<file path="src/rtl/game_round_ctrl.sv">
// Round sequencer for the Tom & Jerry chase game.
// Runs menu, countdown, timed play and result hold across a best-of-N match.
package game_pkg;
    localparam int TOM_W   = 32;
    localparam int TOM_H   = 48;
    localparam int JERRY_W = 24;
    localparam int JERRY_H = 24;
endpackage

module game_round_ctrl
    import game_pkg::*;
#(
    parameter int TICK_DIV      = 65_000_000,
    parameter int COUNTDOWN_SEC = 3,
    parameter int ROUND_SEC     = 60,
    parameter int RESULT_SEC    = 2,
    parameter int ROUNDS        = 3
) (
    input  logic       clk,
    input  logic       rst,
    input  logic       start,
    input  logic [9:0] tom_x,
    input  logic [9:0] tom_y,
    input  logic [9:0] jerry_x,
    input  logic [9:0] jerry_y,
    output logic       move_reset,
    output logic       move_en,
    output logic [2:0] state,
    output logic [6:0] seconds_left,
    output logic [1:0] round_num,
    output logic [1:0] tom_score,
    output logic [1:0] jerry_score,
    output logic       last_winner,
    output logic       game_over
);
    typedef enum logic [2:0] {
        S_MENU      = 3'd0,
        S_COUNTDOWN = 3'd1,
        S_PLAY      = 3'd2,
        S_RESULT    = 3'd3,
        S_GAME_OVER = 3'd4
    } state_t;

    localparam int CW = (TICK_DIV > 1) ? $clog2(TICK_DIV) : 1;
    localparam logic [CW-1:0] TICK_MAX   = CW'(TICK_DIV - 1);
    localparam logic [1:0]    WIN_SCORE  = 2'(ROUNDS / 2 + 1);
    localparam logic [1:0]    LAST_ROUND = 2'(ROUNDS - 1);
    localparam logic [6:0]    CD_LOAD    = 7'(COUNTDOWN_SEC);
    localparam logic [6:0]    PLAY_LOAD  = 7'(ROUND_SEC);
    localparam logic [6:0]    RES_LOAD   = 7'(RESULT_SEC);

    state_t        r_state, w_state_nx;
    logic [CW-1:0] r_tick_cnt, w_tick_cnt_nx;
    logic          r_start_d;
    logic [6:0]    r_sec, w_sec_nx;
    logic [1:0]    r_round, w_round_nx;
    logic [1:0]    r_tom, w_tom_nx;
    logic [1:0]    r_jerry, w_jerry_nx;
    logic          r_winner, w_winner_nx;
    logic          r_move_reset, r_move_en, r_game_over;
    logic          w_start_rise, w_tick, w_last_sec, w_catch;
    logic [10:0]   w_tx, w_ty, w_jx, w_jy;

    assign w_start_rise = start & ~r_start_d;
    assign w_tick       = (r_tick_cnt == TICK_MAX);
    assign w_last_sec   = w_tick && (r_sec == 7'd1);

    // Widened to 11 bits so box edges near 1023 do not wrap.
    assign w_tx = {1'b0, tom_x};
    assign w_ty = {1'b0, tom_y};
    assign w_jx = {1'b0, jerry_x};
    assign w_jy = {1'b0, jerry_y};
    assign w_catch = (w_tx < w_jx + 11'(JERRY_W)) &&
                     (w_jx < w_tx + 11'(TOM_W))   &&
                     (w_ty < w_jy + 11'(JERRY_H)) &&
                     (w_jy < w_ty + 11'(TOM_H));

    function automatic logic [1:0] sat_inc(input logic [1:0] v);
        return (v == 2'd3) ? v : v + 2'd1;
    endfunction

    always_comb begin
        w_state_nx  = r_state;
        w_sec_nx    = r_sec;
        w_round_nx  = r_round;
        w_tom_nx    = r_tom;
        w_jerry_nx  = r_jerry;
        w_winner_nx = r_winner;
        case (r_state)
            S_MENU, S_GAME_OVER: begin
                if (w_start_rise) begin
                    w_state_nx = S_COUNTDOWN;
                    w_sec_nx   = CD_LOAD;
                    w_round_nx = 2'd0;
                    w_tom_nx   = 2'd0;
                    w_jerry_nx = 2'd0;
                end
            end
            S_COUNTDOWN: begin
                if (w_last_sec) begin
                    w_state_nx = S_PLAY;
                    w_sec_nx   = PLAY_LOAD;
                end else if (w_tick) begin
                    w_sec_nx = r_sec - 7'd1;
                end
            end
            S_PLAY: begin
                // Catch is checked first so a catch on the final tick goes to Tom.
                if (w_catch) begin
                    w_state_nx  = S_RESULT;
                    w_sec_nx    = RES_LOAD;
                    w_tom_nx    = sat_inc(r_tom);
                    w_winner_nx = 1'b1;
                end else if (w_last_sec) begin
                    w_state_nx  = S_RESULT;
                    w_sec_nx    = RES_LOAD;
                    w_jerry_nx  = sat_inc(r_jerry);
                    w_winner_nx = 1'b0;
                end else if (w_tick) begin
                    w_sec_nx = r_sec - 7'd1;
                end
            end
            S_RESULT: begin
                if (w_last_sec) begin
                    if (r_tom >= WIN_SCORE || r_jerry >= WIN_SCORE ||
                        r_round >= LAST_ROUND) begin
                        w_state_nx = S_GAME_OVER;
                        w_sec_nx   = 7'd0;
                    end else begin
                        w_state_nx = S_COUNTDOWN;
                        w_sec_nx   = CD_LOAD;
                        w_round_nx = r_round + 2'd1;
                    end
                end else if (w_tick) begin
                    w_sec_nx = r_sec - 7'd1;
                end
            end
            default: w_state_nx = S_MENU;
        endcase
    end

    assign w_tick_cnt_nx = (w_state_nx != r_state || w_tick) ? '0 : r_tick_cnt + 1'b1;

    always_ff @(posedge clk or posedge rst) begin
        if (rst) begin
            r_state      <= S_MENU;
            r_tick_cnt   <= '0;
            r_start_d    <= 1'b0;
            r_sec        <= 7'd0;
            r_round      <= 2'd0;
            r_tom        <= 2'd0;
            r_jerry      <= 2'd0;
            r_winner     <= 1'b0;
            r_move_reset <= 1'b1;
            r_move_en    <= 1'b0;
            r_game_over  <= 1'b0;
        end else begin
            r_state      <= w_state_nx;
            r_tick_cnt   <= w_tick_cnt_nx;
            r_start_d    <= start;
            r_sec        <= w_sec_nx;
            r_round      <= w_round_nx;
            r_tom        <= w_tom_nx;
            r_jerry      <= w_jerry_nx;
            r_winner     <= w_winner_nx;
            r_move_reset <= (w_state_nx == S_MENU) || (w_state_nx == S_COUNTDOWN);
            r_move_en    <= (w_state_nx == S_PLAY);
            r_game_over  <= (w_state_nx == S_GAME_OVER);
        end
    end

    assign state        = r_state;
    assign seconds_left = r_sec;
    assign round_num    = r_round;
    assign tom_score    = r_tom;
    assign jerry_score  = r_jerry;
    assign last_winner  = r_winner;
    assign move_reset   = r_move_reset;
    assign move_en      = r_move_en;
    assign game_over    = r_game_over;
endmodule

</file>
<file path="config.mk">
export PLATFORM = sky130hd
export DESIGN_NAME = game_round_ctrl
export DESIGN_NICKNAME = d
export VERILOG_FILES = /design/src/rtl/game_round_ctrl.sv
export SDC_FILE = /design/constraint.sdc
export NUM_CORES = 1
export LEC_CHECK = 0
export CORE_MARGIN = 3
export CORE_UTILIZATION = 44
export DETAILED_ROUTE_END_ITERATION = 7
export PLACE_DENSITY = 0.7
export RECOVER_POWER = 50
export SYNTH_ARGS = -nofsm -noshare
export SYNTH_HDL_FRONTEND = slang
export SYNTH_SLANG_ARGS = --single-unit
</file>
<file path="constraint.sdc">
create_clock -name clk -period 2.3 [get_ports clk]
set_input_delay 0.575 -clock clk [delete_from_list [all_inputs] [get_ports clk]]
set_output_delay 0.575 -clock clk [all_outputs]
set_load 0.02 [all_outputs]
</file>
-- Word-level counts from Yosys, hierarchy flattened
Cells that the tools add are included.
- add/subtract/negate cells: 9
- reduce and logical (&&, ||, !) cells: 20
- magnitude comparators: 7
- equal/unequal tests: 20
- bitwise gates (word level): 2
- mux-type cells: 29
- operators by type and width (cell ; number):
    10-bit by 11-bit < comparator with 1-bit output ; 4
    7-bit 2-to-1 mux ; 6
    7-bit one-hot mux with 4 select lines ; 1
    26-bit by 1-bit adder with 26-bit output (second input constant) ; 1
    26-bit == test (second input constant) ; 1
    26-bit 2-to-1 mux ; 1
    10-bit by 5-bit adder with 11-bit output (second input constant) ; 2
    10-bit by 6-bit adder with 11-bit output (second input constant) ; 2
    2-bit 2-to-1 mux ; 9
    3-bit 2-to-1 mux ; 6
    2-bit != test (second input constant) ; 8
    2-bit one-hot mux with 2 select lines ; 3
    3-bit one-hot mux with 4 select lines ; 1
    3-bit by 2-bit == test with 1-bit output (second input constant) ; 3
    4-bit AND reduction ; 2
    7-bit by 1-bit == test with 1-bit output (second input constant) ; 1
    7-bit by 1-bit subtractor with 7-bit output (second input constant) ; 1
    2-bit by 1-bit adder with 2-bit output (second input constant) ; 3
    3-bit by 1-bit == test with 1-bit output (second input constant) ; 2
    3-bit == test (second input constant) ; 2
    2-bit >= comparator (second input constant) ; 3
    3-bit logical NOT ; 2
    2-bit nonzero test ; 3
    5-bit AND reduction ; 1
    10 further kinds ; 19
- input bits: 43
- register bits: 47
- output and inout port bits: 20

-- Depth between registers and ports, before layout
- depth after elaboration: 10
- gate-level depth with buffers: 14
- depth with buffers taken out: 13

-- Worst setup path after synthesis
Ideal clock, no wire load.
- kind: input to register
- start point: in tom_y[4]
- end point: reg r_sec[2] (netlist: seconds_left[2])
- cell stages on the path: 14
- setup slack: -643 ps
- data required time: 2170 ps
- path buffers: 1
- library setup time: 130 ps
- arrival: 2813 ps
- cell sequence: inv_1 -> ha_1 -> inv_1 -> and3_1 -> xnor2_1 -> ha_1 -> nand3_1 -> a32oi_1 -> a2111oi_0 -> o21ai_0 -> a311o_2 -> buf_6 -> o31ai_1 -> a21oi_1
- longest elaborated chain between the ends: 5
- elaborated cells on any way between the ends: 7
- ends and longest elaborated chain (element ; line ; source):
    start, declared ; 23 ; input logic [9:0] tom_y,
    10-bit by 6-bit adder with 11-bit output or 10-bit by 11-bit < comparator with 1-bit output (tied branches) ; 76, 75 ;
    10-bit by 11-bit < comparator with 1-bit output or 1-bit logical AND (tied branches) ; 76, 74 ;
    1-bit logical AND (*) ; 75 ; (w_ty < w_jy + 11'(JERRY_H)) &&
    7-bit 2-to-1 mux (*) ; 109 ; if (w_catch) begin
    7-bit one-hot mux with 4 select lines (*) ; 89 ; case (r_state)
    end signal, assigned ; 161 ; r_sec <= w_sec_nx;
    end, declared ; 55 ; logic [6:0] r_sec, w_sec_nx;
Mark *: on every way between the ends. The rest lies on a longest branch, timed or not.
A chain may end at the register's enable or synchronous reset.

-- Worst setup path in the final report
- start point: in jerry_y[3]
- end point: reg r_tick_cnt[20]
- longest elaborated chain between the ends: 9
- elaborated cells on any way between the ends: 10
- ends and longest elaborated chain (element ; line ; source):
    start, declared ; 25 ; input logic [9:0] jerry_y,
    10-bit by 5-bit adder with 11-bit output ; 75 ;
    10-bit by 11-bit < comparator with 1-bit output ; 75 ;
    1-bit logical AND ; 74 ; (w_jx < w_tx + 11'(TOM_W)) &&
    1-bit logical AND (*) ; 75 ;
    3-bit 2-to-1 mux (*) ; 109 ;
    3-bit one-hot mux with 4 select lines (*) ; 89 ;
    3-bit != test (*) ; 142 ; assign w_tick_cnt_nx = (w_state_nx != r_state || w_tick) ? '0 : r_tick_cnt + 1'b1;
    1-bit logical OR (*) ; 142 ;
    26-bit 2-to-1 mux (*) ; 142 ;
    via w_tick_cnt_nx[20] ; 53 ; logic [CW-1:0] r_tick_cnt, w_tick_cnt_nx;
    end signal, assigned ; 159 ; r_tick_cnt <= w_tick_cnt_nx;
    end, declared ; 53 ;
The timed path passes the listed nets; every way through them passes the cells marked *.

==> impl_results.md <==
- Clock transition time at the flip-flop clock pins of the worst setup and hold paths: 80 ps
- Library cell with the largest summed area after synthesis: sky130_fd_sc_hd__dfrtp_1
- Number of buffers created by CTS: 5
- Total track usage: 22.4%
- Class of the most critical setup path: in -> reg
- Most used flip-flop cell after synthesis: sky130_fd_sc_hd__dfrtp_1
- Register bit total from synthesis: 47
- Ant. Diodes: 0
- Clock latency reported for the late side of the worst-skew pair: 310 ps
- Required time of the worst setup path: 2490 ps
- Arrival time of data at the critical path endpoint: 2990 ps
- Reg2reg path depth: 5
- Worst-case hold path end point: r_tick_cnt[0]
- Maximum root-to-sink buffer count: 2
- Static Leak: 2.64 nW
- Unrepaired setup endpoints after global routing: yes
- Total die area: 10300 um2
- Startpoint of the worst-slack reg-to-reg timing path: r_tick_cnt[11]
- Power density over the cells: 437 nW/um2
- Post-Syn Area: 4000 um2
- Synthesized instance count: 473
- Chain of cells forming the critical path: dlygate4sd2_1 > o21ai_1 > xor2_1 > ha_1 > a21oi_2 > nand3_1 > a21oi_2 > o21ai_0 > a311o_2 > a22oi_4 > buf_12 > and3b_1
- Run status: finished with violations
- Number of top-level pins: 63
- Fraction of final layout cells sized beyond drive strength 1: 31.1%
- Area share of the largest cell type after synthesis: 28.8%
- Non-filler cells in the finished layout: 738
- Total Nets Final: 720
- Drt initial violations: 83
- Most frequent cell on the critical path: sky130_fd_sc_hd__a21oi_2
- Relative slew slack: 47.7%
- Via count: 4123
- Post-detailed-route wirelength per cell: 15.7 um
- Sum of overflow across all layers after global routing: 0
- Slew at the pin closest to its max-slew limit: 784 ps
- # setup viols final: 40
- Detailed-routing iteration count for the pre-antenna-repair pass: 5
- Core area: 8760 um2
- Post-synthesis net count: 564
- Max-cap violation count: 0
- Cells taking the most area after synthesis: sky130_fd_sc_hd__dfrtp_1 29%, sky130_fd_sc_hd__ha_1 15%, sky130_fd_sc_hd__nand2_1 4.8%
- Most frequent cell after synthesis: sky130_fd_sc_hd__nand2_1
- Clock tree skew after final layout: 18.8 ps
- Sequential area share after synthesis: 29.4%
- Reg-to-reg endpoint: move_en
- Worst reg-to-reg setup slack: -100 ps
- CP Capture Type: flip-flop
- Yosys warning total: 0
- Pin count of the biggest net entering global routing: 32
- Layout Area Growth over Synthesis: 48.3%
- Die span in y: 101 um
- Timing-limited maximum frequency: 357 MHz
- Post-Place Cells: 715
- Wire length of the first global-routing pass: 19000 um
- Width of the chip: 101 um
- Number of hold violations in the final report: 0
- Post-detailed-routing wire length: 11600 um
- Ratio of final minimum period to clock period: 122%
- Number of nets still failing antenna checks after routing: 0
- Max-slew violation count: 0
- # port buffers: 62
- Clock tree from TritonCTS: done
- Failing checks: negative setup slack
- Final critical delay including setup and external delays: 2800 ps
- Type of element launching the critical path: input pin
- Number of levels the H-tree was split into: 2
- Number of global-route vias before repair: 4113
- Sinks on the clock net: 47
- Utilization of the core after routing: 67.7%
- Peak supply drop: 0.000382 V
- Post-layout worst setup margin: -500 ps
- Number of core rows: 34
- CTS root buf: sky130_fd_sc_hd__clkbuf_8
- Slowest cell on the critical path: sky130_fd_sc_hd__a311o_2
- Largest incremental delay on the critical path: 460 ps
- Detailed Place HPWL: 8490 um
- Final total negative setup slack: -17300 ps
- Average footprint of a synthesized cell: 8.45 um2
- Final GP Congestion: 0.923
- Depth of the worst hold-timing path: 2
- Async SR Flop Fraction: 100%
- Starting density of the core: 45.6%
- Number of antenna violations at the first check in global routing: 0
- Cell types with the highest counts after synthesis: 51 x sky130_fd_sc_hd__nand2_1, 48 x sky130_fd_sc_hd__ha_1, 46 x sky130_fd_sc_hd__dfrtp_1
- Worst-path fanout max: 4
- DRC errors left: 0
- EDFF count, synth: 0
- Post-synthesis cell type count: 65
- Via-to-Cell Ratio: 5.59
- Min-Delay Path Class: reg -> reg
- Worst min-delay path startpoint: r_tick_cnt[0]
-- kinds of logic after synthesis --
| group | count (synthesis) | synth area share [%] |
|---|---|---|
| AOI/OAI and AO/OA | 97 | 15.7 |
| muxes | 2 | 0.501 |
| and+or+nand+nor | 195 | 25.6 |
| xor gates and xnor gates | 42 | 9.20 |
| buffers and inverters | 42 | 4.54 |
| DFF | 47 | 29.4 |
| adders and majority gates | 48 | 15.0 |
-- metal layers --
layer	vias up	wire length, um	global-route usage (%)	share of wire [%]
li1	2019	-	-	-
met1	1992	5020	28.9	43
met2	99	5990	39.9	52
met3	13	473	3.24	4.1
met4	0	114	4.60	0.98
met5	-	0	0	0
-- power breakdown --
part | leakage [nW] | switching [mW] | internal (mW)
registers | 0.622 | 0.0769 | 0.902
logic | 1.97 | 0.561 | 0.526
clock network | 0.0482 | 0.282 | 0.243
-- state kept, by name, indices dropped and copies added, names as in the netlist --
| name | count |
|---|---|
| game_over | 1 |
| jerry_score | 2 |
| last_winner | 1 |
| move_en | 1 |
| move_reset | 1 |
| r_start_d | 1 |
| r_tick_cnt | 26 |
| round_num | 2 |
| seconds_left | 7 |
| state | 3 |
| tom_score | 2 |
-- through the flow --
stage	instance area [um2]	hold WS [ps]	setup WS (ps)	power (mW)
after floorplan	4060	453	-523	1.49
after global placement	5390	524	-1290	1.88
after detailed placement	5390	526	-1340	1.92
after CTS	5760	548	-530	2.54
after global routing	5930	584	-617	2.73
final	5930	553	-500	2.59
-- cells in the final DEF, fill, tap and decap left out, types with 4 or more instances in the layout --
| cell | n |
|---|---|
| sky130_fd_sc_hd__buf_4 | 87 |
| sky130_fd_sc_hd__buf_2 | 5 |
| sky130_fd_sc_hd__buf_6 | 12 |
| sky130_fd_sc_hd__nand2b_1 | 4 |
| sky130_fd_sc_hd__nor2b_1 | 8 |
| sky130_fd_sc_hd__nor3_1 | 8 |
| sky130_fd_sc_hd__o21ai_0 | 16 |
| sky130_fd_sc_hd__a21oi_1 | 18 |
| sky130_fd_sc_hd__clkbuf_2 | 4 |
| sky130_fd_sc_hd__ha_4 | 6 |
| sky130_fd_sc_hd__a31oi_1 | 6 |
| sky130_fd_sc_hd__nor2_1 | 28 |
| sky130_fd_sc_hd__and4_1 | 4 |
| sky130_fd_sc_hd__dlygate4sd2_1 | 5 |
| sky130_fd_sc_hd__o22ai_1 | 4 |
| sky130_fd_sc_hd__nand3_1 | 24 |
| sky130_fd_sc_hd__o21ai_2 | 4 |
| sky130_fd_sc_hd__clkdlybuf4s50_1 | 35 |
| sky130_fd_sc_hd__inv_1 | 27 |
| sky130_fd_sc_hd__nand2_1 | 50 |
| sky130_fd_sc_hd__xor2_1 | 20 |
| sky130_fd_sc_hd__dfrtp_1 | 46 |
| sky130_fd_sc_hd__o21ai_1 | 9 |
| sky130_fd_sc_hd__nand4_1 | 13 |
| sky130_fd_sc_hd__clkbuf_8 | 6 |
| sky130_fd_sc_hd__dlymetal6s2s_1 | 4 |
| sky130_fd_sc_hd__nor2_2 | 13 |
| sky130_fd_sc_hd__a21oi_2 | 5 |
| sky130_fd_sc_hd__nor2_4 | 4 |
| sky130_fd_sc_hd__ha_1 | 42 |
| sky130_fd_sc_hd__nor3b_2 | 4 |
| sky130_fd_sc_hd__xnor2_1 | 19 |
-- what timing repair did --
action,CTS,global route
gates resized for setup,104,65
hold buffers,0,0
endpoints found under the setup margin,43,44
setup buffers,10,5
pin swaps,27,30
gates cloned,1,0
-- worst max-delay path: cells and delay by family --
kind | cells | cell delay, ps
fa+ha+maj | 1 | 300
simple gates | 2 | 270
xor+xnor | 1 | 170
compound gates | 6 | 1250
buf+inv | 2 | 420
-- cell type report --
cell class | count | area (um2)
multi-input combinational | 384 | 3010
timing repair buffer | 159 | 1390
clock buffer | 7 | 86.3
inverter | 32 | 130
tap | 108 | 135
clock inverter | 1 | 5.00
fill | 692 | 2830
sequential | 47 | 1180
-- worst max-delay path by stage --
stage,to,startpoint,slack (ps)
floorplan,seconds_left[2],jerry_x[5],-520
global placement,seconds_left[2],jerry_x[6],-1290
detailed placement,move_en,tom_y[5],-1340
CTS,r_tick_cnt[20],tom_y[4],-530
global route,r_tick_cnt[20],jerry_x[6],-620
finish,r_tick_cnt[20],jerry_y[3],-500
No activity file was read; power rests on OpenSTA's default activity.
